[src/rtl/reimu_bullet_pool.sv]
// Player bullet pool. Fixed array of bullet slots that spawn at the player
// position, move up on each tick, and retire at the top edge. When
// BOSS_HIT_EN is defined they also retire when they collide with the boss.
// bullet_pix is a registered per-pixel coverage flag used by the renderer.
//
// Optional feature macro: BOSS_HIT_EN. When it is defined, boss collision,
// the hit pulse and the hit counter are built. When it is undefined, no
// collision logic is built and hit/hit_cnt stay 0.
//
// Ports
//   clk            system clock
//   rst            asynchronous reset, active low
//   tick           one-cycle movement strobe; all state updates happen on it
//   shoot          fire request, level sensitive
//   reimux/reimuy  player top-left position (spawn origin)
//   bossx/bossy    boss top-left position
//   hc/vc          current VGA pixel coordinates
//   bullet_pix     current pixel lies inside an active bullet (1 clk latency)
//   active_cnt     number of valid slots
//   drop           pulse: spawn refused because the pool is full
//   hit            pulse: at least one bullet hit the boss on this tick
//   hit_cnt        saturating count of bullets that hit the boss
module reimu_bullet_pool #(
    parameter int NUM_SLOTS = 8,
    parameter int SPEED     = 4,
    parameter int COOLDOWN  = 3,
    parameter int BW        = 4,
    parameter int BH        = 8,
    parameter int BOSS_W    = 64,
    parameter int BOSS_H    = 64
) (
    input  logic       clk,
    input  logic       rst,
    input  logic       tick,
    input  logic       shoot,
    input  logic [9:0] reimux,
    input  logic [9:0] reimuy,
    input  logic [9:0] bossx,
    input  logic [9:0] bossy,
    input  logic [9:0] hc,
    input  logic [9:0] vc,
    output logic       bullet_pix,
    output logic [4:0] active_cnt,
    output logic       drop,
    output logic       hit,
    output logic [7:0] hit_cnt
);

    localparam int IDX_W = $clog2(NUM_SLOTS);
    localparam int CD_W  = (COOLDOWN < 2) ? 1 : $clog2(COOLDOWN + 1);

    logic [NUM_SLOTS-1:0] valid_q, valid_d;
    logic [9:0]           x_q [NUM_SLOTS];
    logic [9:0]           x_d [NUM_SLOTS];
    logic [9:0]           y_q [NUM_SLOTS];
    logic [9:0]           y_d [NUM_SLOTS];
    logic [CD_W-1:0]      cd_q, cd_d;
    logic                 pix_q, pix_d;
    logic [4:0]           act_q, act_d;
    logic                 drop_q, drop_d;
    logic                 hit_q, hit_d;
    logic [7:0]           hit_cnt_q, hit_cnt_d;

    logic [NUM_SLOTS-1:0] hit_vec;
    logic [4:0]           hit_n;
    logic [8:0]           hit_sum;
    logic                 have_free;
    logic [IDX_W-1:0]     free_idx;

    // Box ends are 11 bits wide so boxes near 1023 cannot wrap.
    function automatic logic [10:0] box_end(input logic [9:0] org, input int len);
        return {1'b0, org} + 11'(len) - 11'd1;
    endfunction

    function automatic logic covers(input logic [9:0] ox, input logic [9:0] oy,
                                    input logic [9:0] px, input logic [9:0] py);
        return ({1'b0, px} >= {1'b0, ox}) && ({1'b0, px} <= box_end(ox, BW)) &&
               ({1'b0, py} >= {1'b0, oy}) && ({1'b0, py} <= box_end(oy, BH));
    endfunction

`ifdef BOSS_HIT_EN
    function automatic logic overlaps(input logic [9:0] ox, input logic [9:0] oy,
                                      input logic [9:0] bx, input logic [9:0] by);
        return ({1'b0, ox} <= box_end(bx, BOSS_W)) && ({1'b0, bx} <= box_end(ox, BW)) &&
               ({1'b0, oy} <= box_end(by, BOSS_H)) && ({1'b0, by} <= box_end(oy, BH));
    endfunction

    always_comb begin
        hit_vec = '0;
        for (int i = 0; i < NUM_SLOTS; i++) begin
            hit_vec[i] = valid_q[i] && overlaps(x_q[i], y_q[i], bossx, bossy);
        end
    end
`else
    logic unused_boss;
    assign unused_boss = ^{bossx, bossy};
    assign hit_vec     = '0;
`endif

    // Lowest-index slot that is free before this tick; slots retiring on
    // the same tick are not seen as free until the next tick.
    always_comb begin
        have_free = 1'b0;
        free_idx  = '0;
        for (int i = NUM_SLOTS - 1; i >= 0; i--) begin
            if (!valid_q[i]) begin
                have_free = 1'b1;
                free_idx  = IDX_W'(i);
            end
        end
    end

    always_comb begin
        act_d = '0;
        hit_n = '0;
        pix_d = 1'b0;
        for (int i = 0; i < NUM_SLOTS; i++) begin
            act_d = act_d + 5'(valid_q[i]);
            hit_n = hit_n + 5'(hit_vec[i]);
            if (valid_q[i] && covers(x_q[i], y_q[i], hc, vc)) begin
                pix_d = 1'b1;
            end
        end
    end

    assign hit_sum = {1'b0, hit_cnt_q} + {4'b0, hit_n};

    always_comb begin
        valid_d   = valid_q;
        x_d       = x_q;
        y_d       = y_q;
        cd_d      = cd_q;
        drop_d    = 1'b0;
        hit_d     = 1'b0;
        hit_cnt_d = hit_cnt_q;
        if (tick) begin
            for (int i = 0; i < NUM_SLOTS; i++) begin
                if (valid_q[i]) begin
                    if (hit_vec[i]) begin
                        valid_d[i] = 1'b0;
                    end else if (y_q[i] < 10'(SPEED)) begin
                        valid_d[i] = 1'b0;
                    end else begin
                        y_d[i] = y_q[i] - 10'(SPEED);
                    end
                end
            end
            if (shoot && (cd_q == '0)) begin
                if (have_free) begin
                    valid_d[free_idx] = 1'b1;
                    x_d[free_idx]     = reimux;
                    y_d[free_idx]     = reimuy;
                    cd_d              = CD_W'(COOLDOWN);
                end else begin
                    // Pool full: refuse without reloading, so the next tick retries.
                    drop_d = 1'b1;
                end
            end else if (cd_q != '0) begin
                cd_d = cd_q - CD_W'(1);
            end
            hit_d     = |hit_vec;
            hit_cnt_d = hit_sum[8] ? 8'hFF : hit_sum[7:0];
        end
    end

    always_ff @(posedge clk or negedge rst) begin
        if (!rst) begin
            valid_q <= '0;
            for (int i = 0; i < NUM_SLOTS; i++) begin
                x_q[i] <= '0;
                y_q[i] <= '0;
            end
            cd_q      <= '0;
            pix_q     <= 1'b0;
            act_q     <= '0;
            drop_q    <= 1'b0;
            hit_q     <= 1'b0;
            hit_cnt_q <= '0;
        end else begin
            valid_q   <= valid_d;
            x_q       <= x_d;
            y_q       <= y_d;
            cd_q      <= cd_d;
            pix_q     <= pix_d;
            act_q     <= act_d;
            drop_q    <= drop_d;
            hit_q     <= hit_d;
            hit_cnt_q <= hit_cnt_d;
        end
    end

    assign bullet_pix = pix_q;
    assign active_cnt = act_q;
    assign drop       = drop_q;
    assign hit        = hit_q;
    assign hit_cnt    = hit_cnt_q;

endmodule

[config.mk]
export PLATFORM = sky130hd
export DESIGN_NAME = reimu_bullet_pool
export DESIGN_NICKNAME = d
export VERILOG_FILES = /design/src/rtl/reimu_bullet_pool.sv
export SDC_FILE = /design/constraint.sdc
export NUM_CORES = 1
export LEC_CHECK = 0
export CAP_MARGIN = 30
export CORE_ASPECT_RATIO = 1.2
export CORE_UTILIZATION = 44
export CTS_BUF_LIST = sky130_fd_sc_hd__clkbuf_2 sky130_fd_sc_hd__clkbuf_4 sky130_fd_sc_hd__clkbuf_8
export DETAILED_ROUTE_END_ITERATION = 6
export HOLD_SLACK_MARGIN = 0.02
export SLEW_MARGIN = 10
export SYNTH_ARGS = -nofsm -noshare
export SYNTH_HDL_FRONTEND = slang
export SYNTH_SLANG_ARGS = --single-unit
[constraint.sdc]
create_clock -name clk -period 3.35 [get_ports clk]
set_clock_uncertainty 0.05 [all_clocks]
set_input_delay 0.67 -clock clk [delete_from_list [all_inputs] [get_ports clk]]
set_output_delay 0.67 -clock clk [all_outputs]
set_load 0.02 [all_outputs]
== Word level (Yosys, flattened, before mapping) ==
Index checks and enable logic that the tools add are counted.
Cells by class
  add/sub/neg operators: 48
  order comparisons: 44
  equality and inequality tests: 1
  muxes and demuxes: 88
  bitwise logic cells: 2
  reduce and logical (&&, ||, !) cells: 40
Operator list (count)
  two-way mux 10 bit: 25
  <= comparator 10 x 11 -> 1 bit: 16
  subtractor 11 x 1 -> 11 bit, second input constant: 16
  bitwise mux 80 bit: 2
  >= comparator 10 bit: 16
  two-way mux 80 bit: 2
  adder 10 x 3 -> 11 bit, second input constant: 8
  adder 10 x 4 -> 11 bit, second input constant: 8
  less-than comparator 10 x 3 -> 1 bit, second input constant: 8
  subtractor 10 x 3 -> 10 bit, second input constant: 8
  two-way mux 1 bit: 44
  logical AND 1 bit: 35
  demux 10 bit (select 3 bit): 1
  two-way mux 3 bit: 8
  two-way mux 8 bit: 2
  adder 5 x 1 -> 5 bit: 3
  bitwise OR 8 bit: 1
  two-way mux 2 bit: 3
  AND reduction 3 bit: 2
  adder 4 x 1 -> 5 bit: 1
  adder 3 x 1 -> 4 bit: 1
  >= comparator 4 bit, second input constant: 1
  less-than comparator 3 x 4 -> 1 bit, second input constant: 1
  less-than comparator 4 x 1 -> 1 bit, second input constant: 1
  other kinds (9): 10
Storage, ports and cells
  register bits after elaboration: 177
  output and inout port bits: 16
  word-level logic and storage cells: 244

== Logic depth before layout (Yosys ltp) ==
Gate-level depths: netlist of the first run.
  word-level depth: 16
  depth in mapped cells: 16

== Worst setup path before layout of the first run ==
No wires, ideal clock.
  kind: flip-flop to flip-flop
  from: reg y_q[2] in the netlist's numbering
  to: reg pix_q, in the netlist bullet_pix
  setup time: 0.071 ns
  arrival time: 2.878 ns
  data required time: 3.229 ns
  path slack: 0.351 ns
  stages on the path, launching flop included: 14
  buffers on the path: 1
  path through: dfrtp_1 clkbuf_1 nor3_1 or3_1 nor2_1 nand4_1 xnor2_1 ha_1 a21oi_1 nand2_1 a2111oi_0 o41ai_1 or4_1 nand4_1
On the way
  cells in the longest elaborated chain, start to end: 6
  elaborated cells between the ends (all ways): 8
  those cells by class: 2 x add/sub; 2 x order compare; 1 x mux; 3 x reduce/logical
RTL lines
  from (decl): line 55  | logic [9:0] y_q [NUM_SLOTS];
  from (signal assigned): line 182  | y_q <= y_d;
  adder 10 x 4 -> 11 bit: line 72  | return {1'b0, org} + 11'(len) - 11'd1;
  subtractor 11 x 1 -> 11 bit: line 72
  <= comparator 10 x 11 -> 1 bit: line 78  | ({1'b0, py} >= {1'b0, oy}) && ({1'b0, py} <= box_end(oy, BH));
  logical AND 1 bit *: line 78
  logical AND 1 bit *: line 120  | if (valid_q[i] && covers(x_q[i], y_q[i], hc, vc)) begin
  two-way mux 1 bit *: line 120
  net pix_d: line 58  | logic pix_q, pix_d;
  to (signal assigned): line 184  | pix_q <= pix_d;
  to (decl): line 58
Mark *: on every way through the listed nets, which the timed path passes. The rest lies on a longest branch.
A chain may end at the register's enable or synchronous reset.

== Worst setup path after layout of the first run ==
  from: in hc[0]
  to: reg pix_q, in the netlist bullet_pix
On the way
  cells in the longest elaborated chain, start to end: 13
  elaborated cells between the ends (all ways): 56
  those cells by class: 16 x order compare; 8 x mux; 32 x reduce/logical
RTL lines
  from (decl): line 40  | input logic [9:0] hc,
  <= comparator 10 x 11 -> 1 bit or >= comparator 10 bit (tied branches): line 77  | return ({1'b0, px} >= {1'b0, ox}) && ({1'b0, px} <= box_end(ox, BW)) &&
  logical AND 1 bit (2 in a row): line 77
  logical AND 1 bit: line 78
  logical AND 1 bit: line 120
  two-way mux 1 bit (7 in a row): line 120
  two-way mux 1 bit *: line 120
  net pix_d: line 58
Marks and branches as above.

==> flow_summary.json, run 1 <==
{
  "top_layer": "met5",
  "ff2ff_path_depth": 14,
  "finalMaxSlewViolations": 0,
  "drc": 0,
  "grt_max_degree": 76,
  "grt_pass1_wl_um": 86530,
  "num_vias": 16100,
  "wl_per_cell_um": 19.53,
  "power_frac_seq_pct": 29.3,
  "slew_headroom_pct": 42.67,
  "areaGrowthSynthToFinish_pct": 14.26,
  "antenna_found_initial": 1,
  "netlist_area_mm2": 0.01808,
  "cap_viol_max_count": 0,
  "vdd_drop_max_mv": 0.3339,
  "hp-class": "reg2reg",
  "setup_viol": 0,
  "whs_ns": 0.4410,
  "met3_wirelength_um": 1843,
  "synth_flop_cell": "dfrtp_1",
  "cts_buffers": 17,
  "p_int_w": 0.006086,
  "cp.required_ns": 3.70,
  "r2r_slack_ns": 0.16,
  "start_util_pct": 44.50,
  "min_to": "cd_q[1]$_DFFE_PN0P_",
  "fin_crit_sh_pct": 95.79,
  "switching_share_pct": 43.76,
  "synth_top_area_cell": "ha_1",
  "ys_seq_area_share_pct": 24.35,
  "worstMarginPinSlew_ns": 0.8572,
  "yosysWarnings": 0,
  "status": "completed",
  "n_antenna_cell": 0,
  "power.leakage_nw": 9.114,
  "layout-drive-gt1-share_pct": 12.78,
  "crit_fanout": 5,
  "layout_common_cells": "362 x ha_1, 186 x inv_1, 183 x o21ai_0",
  "io_buffers": 49,
  "worstPathArrival_ns": 3.55,
  "coreArea_mm2": 0.04064,
  "r2r_start": "y_q[0]$_DFFE_PN0P_",
  "max_freq_mhz": 311.6,
  "cts.sinks": 176,
  "hold_depth": 2,
  "fin_nets": 2665,
  "cts-root-buf": "clkbuf_8",
  "p_sw_w": 0.004736,
  "crit_start": "hc[0]",
  "start_kind": "primary input",
  "wl_met2_um": 26430,
  "r2r-end": "bullet_pix$_DFF_PN0_",
  "dr.pass1.iters": 6,
  "synth.area.top_cells": "ha_1 25%, dfrtp_1 24%, xnor2_1 5.8%, o21ai_0 5.1%, mux2_2 3.9%",
  "avgSynthCellArea_um2": 8.624,
  "comb_power_share_pct": 55.0,
  "row_count": 81,
  "cp_slowest_stage_delay_ns": 0.73,
  "cts_max_level": 4,
  "synth_cell_types": 85,
  "fin_crit_ns": 3.209,
  "slowest_stage": "a2111oi_1",
  "clk_path_buf_depth": 2,
  "grt_util_all_layers_pct": 26.37,
  "clkSlewWorstSetupHoldPaths_ns": 0.10,
  "cp_cell_sequence": "clkdlybuf4s50_1, inv_1, ha_1, and2_0, o21ai_0, a21oi_1, o21ai_0, a2111oi_1, nor4_4, nor4_1, buf_4, nand4_1",
  "synthCells": 2097,
  "grt_overflow": 0,
  "dp_slack_ns": -0.2582,
  "globalplace.congestion": 0.8894,
  "dr.first_iter.drc_count": 828,
  "grt_pass1_vias": 15980,
  "dp_hpwl_um": 40880,
  "drtAntennaViolNets": 0,
  "viasPerCell": 5.780,
  "synth_top_area_share_pct": 25.18,
  "holdCritStartpoint": "cd_q[1]$_DFFE_PN0P_",
  "final-hold-violation-count": 0,
  "wl_um": 54380,
  "crit_top_cell": "o21ai_0",
  "drt-met1-wl_um": 23560,
  "crit_type": "in2reg",
  "powerDensity_mw_per_mm2": 523.7,
  "clkPwrFrac_pct": 15.7,
  "dieArea_mm2": 0.04192,
  "synth_edf_count": 0,
  "fp.dieW_um": 187.1,
  "worstSetupEndpointType": "flip-flop",
  "yosys_register_bits": 176,
  "pin_count": 80,
  "synthArstFlopShare_pct": 100.0,
  "fin_ws_ns": 0.1412,
  "final_common_cell": "ha_1",
  "fp.dieH_um": 224.1,
  "tritoncts": "yes",
  "clk_latency_ns": 0.52
}
-- metrics by stage --
stage          instance area (µm²)  total power, W  std cells  setup TNS [ns]  utilization [%]
6_report                     20660         0.01082       2785               0            50.85
2_1_floorplan                18120        0.007258       2106               0                -
4_1_cts                      20460         0.01076       2776               0            50.34
3_5_place_dp                 19990        0.008992       2743         -0.2582            49.18
3_3_place_gp                 19990        0.008771       2743         -0.3019            49.18
5_1_grt                      20660         0.01186       2785        -0.05002            50.85
-- worst max-delay path by stage --
stage / endpoint / slack [ns]
global route: bullet_pix$_DFF_PN0_ / -0.05
CTS: bullet_pix$_DFF_PN0_ / 0.02
global placement: bullet_pix$_DFF_PN0_ / -0.30
detailed placement: bullet_pix$_DFF_PN0_ / -0.26
finish: bullet_pix$_DFF_PN0_ / 0.14
floorplan: bullet_pix$_DFF_PN0_ / 0.35
-- what timing repair did --
action	in CTS	in global routing
setup endpoints to repair	1	1
endpoints found under the hold margin	12	0
hold buffers	1	0
cloned	0	0
resized for setup	5	35
buffers inserted	0	9
pin swaps	3	11
-- state kept, by name, indices dropped and copies added (netlist names) --
signal,cells
drop,1
cd_q,2
valid_q,8
active_cnt,4
x_q,80
y_q,80
bullet_pix,1
-- synthesized netlist by cell type (all sizes together) (8+ instances only) --
library cell,count
nor2b,14
a22oi,8
nand3,52
a211oi,18
nand3b,9
nand2,169
a21o,25
or3,24
and3,18
ha,364
a21boi,8
nand4,44
o211ai,21
nor4,22
xor2,9
o21ai,192
nor2,99
a21oi,142
nor3,82
mux2,72
inv,193
xnor2,120
dfrtp,176
clkbuf,34
buf,31
o21a,21
o221ai,12
a31oi,15
a2111oi,12
-- per-layer routing --
layer	up-vias	track usage, %
met3	119	2.804
met4	2	12.45
met1	7777	31.76
met5	-	0
met2	357	46.85
li1	7842	-
-- power by group through the flow --
| stage | clock network, W | logic, W | registers, W |
|---|---|---|---|
| 3_3_place_gp | 0 | 0.00559 | 0.00318 |
| 4_1_cts | 0.00175 | 0.00586 | 0.00315 |
| 5_1_grt | 0.00181 | 0.00679 | 0.00325 |
| 2_1_floorplan | 0 | 0.00422 | 0.00304 |
| 6_report | 0.00170 | 0.00596 | 0.00317 |
| 3_5_place_dp | 0 | 0.00580 | 0.00319 |
-- worst max-delay path: cells and delay by family --
family	cells	cell delay, ns
AND/OR/NAND/NOR	4	0.63
adder cells (fa/ha/maj)	1	0.35
buffers and inverters	3	0.76
AO/OA/AOI/OAI	4	1.13
-- layout make-up --
class	count	area (µm²)
Timing Repair Buffer	173	1585
Clock inverter	9	128.9
Sequential cell	176	4407
Inverter	194	728.2
Clock buffer	23	304.0
Fill cell	3869	19980
Tap cell	539	674.4
Multi-Input combinational cell	1671	12840
-- logic make-up (layout without fill, tap and decap cells) --
family	Yosys count	count (layout)	share of synthesized area, %
mux	74	74	4.781
buf+inv	259	399	5.777
compound gates	532	532	18.01
flops	176	176	24.35
other cells	1	10	0.02074
simple gates	558	558	15.19
xor+xnor	129	129	6.247
fa+ha+maj	368	368	25.63
No activity file was read; power rests on OpenSTA's default activity.
==> run 2, diff against run 1 <==
- CORE_UTILIZATION: 44 -> 30
==> flow_summary.json, run 2 (same netlist as run 1, synthesis figures left out) <==
{
  "clk_path_buf_depth": 2,
  "powerDensity_mw_per_mm2": 527.7,
  "dieArea_mm2": 0.06127,
  "grt_util_all_layers_pct": 18.15,
  "num_vias": 16200,
  "worstMarginPinSlew_ns": 0.9919,
  "r2r-end": "bullet_pix$_DFF_PN0_",
  "ff2ff_path_depth": 16,
  "worstPathArrival_ns": 3.54,
  "drtAntennaViolNets": 0,
  "grt_pass1_wl_um": 86780,
  "cp.required_ns": 3.70,
  "fin_crit_ns": 3.192,
  "grt_max_degree": 81,
  "io_buffers": 49,
  "cap_viol_max_count": 0,
  "drc": 0,
  "fp.dieW_um": 226.1,
  "fp.dieH_um": 271.0,
  "slew_headroom_pct": 33.80,
  "vdd_drop_max_mv": 0.3351,
  "start_util_pct": 30.35,
  "clkSlewWorstSetupHoldPaths_ns": 0.10,
  "fin_nets": 2655,
  "reg_top3": "x_q x80, y_q x80, valid_q x8",
  "row_count": 98,
  "crit_type": "reg2reg",
  "pin_count": 80,
  "start_kind": "flip-flop",
  "globalplace.congestion": 0.8697,
  "whs_ns": 0.04169,
  "cts_buffers": 17,
  "r2r_start": "y_q[40]$_DFFE_PN0P_",
  "power.leakage_nw": 9.097,
  "dr.pass1.iters": 5,
  "wl_per_cell_um": 18.23,
  "areaGrowthSynthToFinish_pct": 16.44,
  "tns_ns": 0,
  "max_freq_mhz": 313.3,
  "cts_hold_buf": 0,
  "fin_crit_sh_pct": 95.29,
  "wl_um": 55350,
  "antenna_found_initial": 1,
  "cts.sinks": 176,
  "final_common_cell": "ha_1",
  "dp_hpwl_um": 41210,
  "hp-class": "in2async",
  "cts_max_level": 4,
  "cts-root-buf": "clkbuf_8",
  "viasPerCell": 5.336,
  "coreArea_mm2": 0.05959,
  "layout_common_cells": "363 x ha_1, 183 x inv_1, 183 x o21ai_0",
  "worstSetupEndpointType": "flip-flop",
  "setup_viol": 0,
  "final-hold-violation-count": 0,
  "dr.first_iter.drc_count": 1204,
  "layout-drive-gt1-share_pct": 12.88,
  "grt_overflow": 0,
  "clk_latency_ns": 0.53,
  "status": "completed",
  "finalMaxSlewViolations": 0,
  "crit_fanout": 4,
  "grt_pass1_vias": 16260,
  "r2r_slack_ns": 0.16,
  "n_antenna_cell": 0,
  "tritoncts": "yes"
}
==> run 2: cell count changes in the layout (fill, tap and decap cells not counted), sizes merged <==
cell and delta:
clkinv -2, clkbuf -4, dlygate4sd3 -1, clkinvlp +5
bufinv +1, buf -9
==> run 2: per-layer routing <==
metal / track usage [%] / vias to the layer above / wire length (µm)
met3: 2.596 / 102 / 2815
met2: 30.95 / 481 / 26060
met5: 0 / - / 0
met1: 22.94 / 7796 / 24400
li1: - / 7821 / -
met4: 6.828 / 0 / 2078
==> run 2: worst max-delay path by stage <==
stage / end / from / depth (start not counted) / slack, ns
after floorplan: bullet_pix$_DFF_PN0_ / y_q[2]$_DFFE_PN0P_ / 13 / 0.35
after global placement: bullet_pix$_DFF_PN0_ / hc[1] / 13 / -0.34
after detailed placement: bullet_pix$_DFF_PN0_ / hc[0] / 13 / -0.36
after CTS: bullet_pix$_DFF_PN0_ / y_q[61]$_DFFE_PN0P_ / 17 / 0.02
after global routing: bullet_pix$_DFF_PN0_ / y_q[50]$_DFFE_PN0P_ / 17 / -0.02
final: bullet_pix$_DFF_PN0_ / y_q[40]$_DFFE_PN0P_ / 16 / 0.16
==> run 2: cell type report <==
| cell class | count | area [µm²] |
|---|---|---|
| clock inverters | 13 | 186.4 |
| clock buffers | 19 | 261.5 |
| flip-flops and latches | 176 | 4409 |
| fillers | 6192 | 38530 |
| well taps | 800 | 1001 |
| multi-input cells | 1671 | 12910 |
| repair buffers | 163 | 1558 |
| inverters | 194 | 728.2 |
==> run 2: per-stage QoR <==
| stage | setup WS, ns | area, µm² | power, W | utilization, % | std cells |
|---|---|---|---|---|---|
| after floorplan | 0.3507 | 18120 | 0.007258 | - | 2106 |
| after global placement | -0.3397 | 20300 | 0.008866 | 34.07 | 2996 |
| after detailed placement | -0.3605 | 20300 | 0.009119 | 34.07 | 2996 |
| after CTS | 0.01978 | 20790 | 0.01094 | 34.88 | 3028 |
| after global routing | -0.02442 | 21060 | 0.01211 | 35.34 | 3036 |
| final | 0.1578 | 21060 | 0.01111 | 35.34 | 3036 |
==> run 2: what timing repair did <==
item / 4_1_cts / 5_1_grt
buffers inserted: 0 / 9
pin swaps: 1 / 12
resized for setup: 9 / 47
setup endpoints to repair: 1 / 1
==> run 2: power breakdown <==
| part | leakage, nW | switching [W] | total [W] | internal [W] |
|---|---|---|---|---|
| registers | 2.24 | 0.000553 | 0.00317 | 0.00262 |
| clock network | 0.202 | 0.000893 | 0.00174 | 0.000849 |
| logic | 6.66 | 0.00346 | 0.00620 | 0.00274 |
| total | 9.10 | 0.00490 | 0.0111 | 0.00621 |
==> run 2: critical path: stages (launching register included) <==
cell      delay, ns
dfrtp_1        0.40
inv_1          0.08
ha_1           0.22
inv_1          0.06
a21oi_1        0.09
or3_4          0.36
xnor2_1        0.14
ha_1           0.29
nand4_1        0.11
a21oi_1        0.14
o221ai_1       0.16
a211oi_2       0.23
buf_4          0.17
nor4_4         0.05
nor4_4         0.27
buf_4          0.16
nand4_1        0.08
==> run 3, diff against run 2 <==
- GPL_TIMING_DRIVEN: unset -> 0
- PLACE_DENSITY: unset -> 0.55
- RECOVER_POWER: unset -> 50
==> flow_summary.json, run 3 (same netlist as run 1, synthesis figures left out) <==
{
  "worstSetupEndpointType": "flip-flop",
  "clk_path_buf_depth": 2,
  "tritoncts": "yes",
  "clkSlewWorstSetupHoldPaths_ns": 0.10,
  "clk_latency_ns": 0.52,
  "fill_cells": 6191,
  "layout_common_cells": "359 x ha_1, 184 x o21ai_0, 178 x inv_1",
  "areaGrowthSynthToFinish_pct": 15.58,
  "cts_buffers": 17,
  "fin_ws_ns": 0.006011,
  "slew_headroom_pct": -61.42,
  "hp-class": "reg2reg",
  "r2r_start": "y_q[2]$_DFFE_PN0P_",
  "fin_nets": 2650,
  "grt_overflow": 0,
  "grt_pass1_wl_um": 91270,
  "row_count": 98,
  "cap_viol_max_count": 1,
  "grt_pass1_vias": 16410,
  "place_area_mm2": 0.01992,
  "dp_slack_ns": -1.280,
  "cp_cell_sequence": "clkdlybuf4s50_1, buf_16, ha_1, a2111o_1, a31oi_1, nand2_1, a221oi_2, nor4_4, nor4_4, nand4_1",
  "cts_max_level": 4,
  "start_kind": "primary input",
  "dieArea_mm2": 0.06127,
  "reg_top3": "x_q x80, y_q x80, valid_q x8",
  "viasPerCell": 5.413,
  "holdCritStartpoint": "x_q[68]$_DFFE_PN0P_",
  "start_util_pct": 30.35,
  "slowest_stage": "clkdlybuf4s50_1",
  "whs_ns": 0.4608,
  "power.leakage_nw": 8.971,
  "finalMaxSlewViolations": 88,
  "cp_slowest_stage_delay_ns": 0.72,
  "violations": "capacitance limit, slew limit",
  "tns_ns": 0,
  "crit_fanout": 10,
  "final-hold-violation-count": 0,
  "fp.dieH_um": 271.0,
  "rsz0062_at_grt": "yes",
  "fin_crit_ns": 3.344,
  "worstMarginPinSlew_ns": 2.421,
  "globalplace.congestion": 0.8758,
  "status": "complete, but fails checks",
  "dr.first_iter.drc_count": 1015,
  "powerDensity_mw_per_mm2": 524.3,
  "coreArea_mm2": 0.05959,
  "vdd_drop_max_mv": 0.2933,
  "final_common_cell": "ha_1",
  "drtAntennaViolNets": 0,
  "antenna_found_initial": 1,
  "cts-root-buf": "clkbuf_8",
  "cts_hold_buf": 0,
  "crit_top_cell": "nor4_4",
  "crit_start": "hc[4]",
  "finalInstanceArea_mm2": 0.02090,
  "fp.dieW_um": 226.1,
  "p_total_w": 0.01096,
  "dr.pass1.iters": 5,
  "io_buffers": 43,
  "setup_viol": 0,
  "wl_um": 59220,
  "crit_type": "in2reg",
  "fin_crit_sh_pct": 99.82,
  "grt_util_all_layers_pct": 19.40,
  "layout-drive-gt1-share_pct": 12.06,
  "num_vias": 16400,
  "cp.required_ns": 3.68,
  "wl_per_cell_um": 19.54,
  "drc": 0,
  "max_freq_mhz": 299.0,
  "pin_count": 80,
  "cts.sinks": 176,
  "worstPathArrival_ns": 3.67,
  "n_antenna_cell": 0,
  "grt_max_degree": 91,
  "dp_hpwl_um": 44200
}
run 3: cell count changes in the layout (fill, tap and decap cells not counted), moves of 4 or more:
| cell | delta |
|---|---|
| buf_1 | +7 |
| buf_12 | -17 |
| buf_16 | +5 |
| buf_2 | +8 |
| buf_4 | -51 |
| buf_8 | +13 |
| clkbuf_1 | +31 |
| clkdlybuf4s50_1 | -14 |
| dlygate4sd2_1 | +6 |
| ha_1 | -4 |
| inv_1 | -5 |
run 3: area by class of cell:
cell class	count	area, µm²	share of cell area (%)
Inverter	194	738.2	3.532
Buffer	64	316.6	1.514
Multi-Input combinational cell	1671	13030	62.31
Clock buffer	19	261.5	1.251
Tap cell	800	1001	4.789
Sequential cell	176	4412	21.11
Timing Repair Buffer	94	1012	4.843
Clock inverter	12	136.4	0.6525
run 3: timing repair:
item / in CTS / in global routing
setup endpoints to repair: 1 / 1
resized for setup: 52 / 47
buffers inserted: 13 / 19
pin swaps: 12 / 19
run 3: worst max-delay path, delay by kind of cell:
kind / cells / cell delay [ns]
buffers and inverters: 2 / 1.03
AO/OA/AOI/OAI: 3 / 0.97
AND/OR/NAND/NOR: 4 / 0.78
adder cells (fa/ha/maj): 1 / 0.20
run 3: where the power goes:
| group | internal (W) | leakage (nW) | switching (W) |
|---|---|---|---|
| clock network | 0.000701 | 0.194 | 0.000892 |
| registers | 0.00262 | 2.23 | 0.000532 |
| logic | 0.00267 | 6.54 | 0.00354 |
run 3: through the flow:
stage	cells	util, %
after detailed placement	2968	33.42
final	3030	35.08
after global routing	3030	35.08
after CTS	3012	34.55
after floorplan	2106	-
after global placement	2949	32.81
run 3: metal layers:
layer | up-vias | share of wire [%] | track usage [%]
met5 | - | 0 | 0
met4 | 0 | 4.5 | 9.193
met3 | 138 | 5.6 | 3.595
met2 | 473 | 46 | 31.30
met1 | 7964 | 44 | 24.77
li1 | 7826 | - | -
run 3: final timing paths:
kind                                              to  slack, ns  cells past startpoint
worst max-delay path            bullet_pix$_DFF_PN0_      0.006                     10
worst min-delay path             x_q[68]$_DFFE_PN0P_       0.46                      1
worst max register to register  bullet_pix$_DFF_PN0_       0.08                     13
worst min register to register   x_q[68]$_DFFE_PN0P_       0.46                      1
max in group asynchronous        y_q[62]$_DFFE_PN0P_       0.52                      2
min in group asynchronous         y_q[0]$_DFFE_PN0P_       0.84                      1
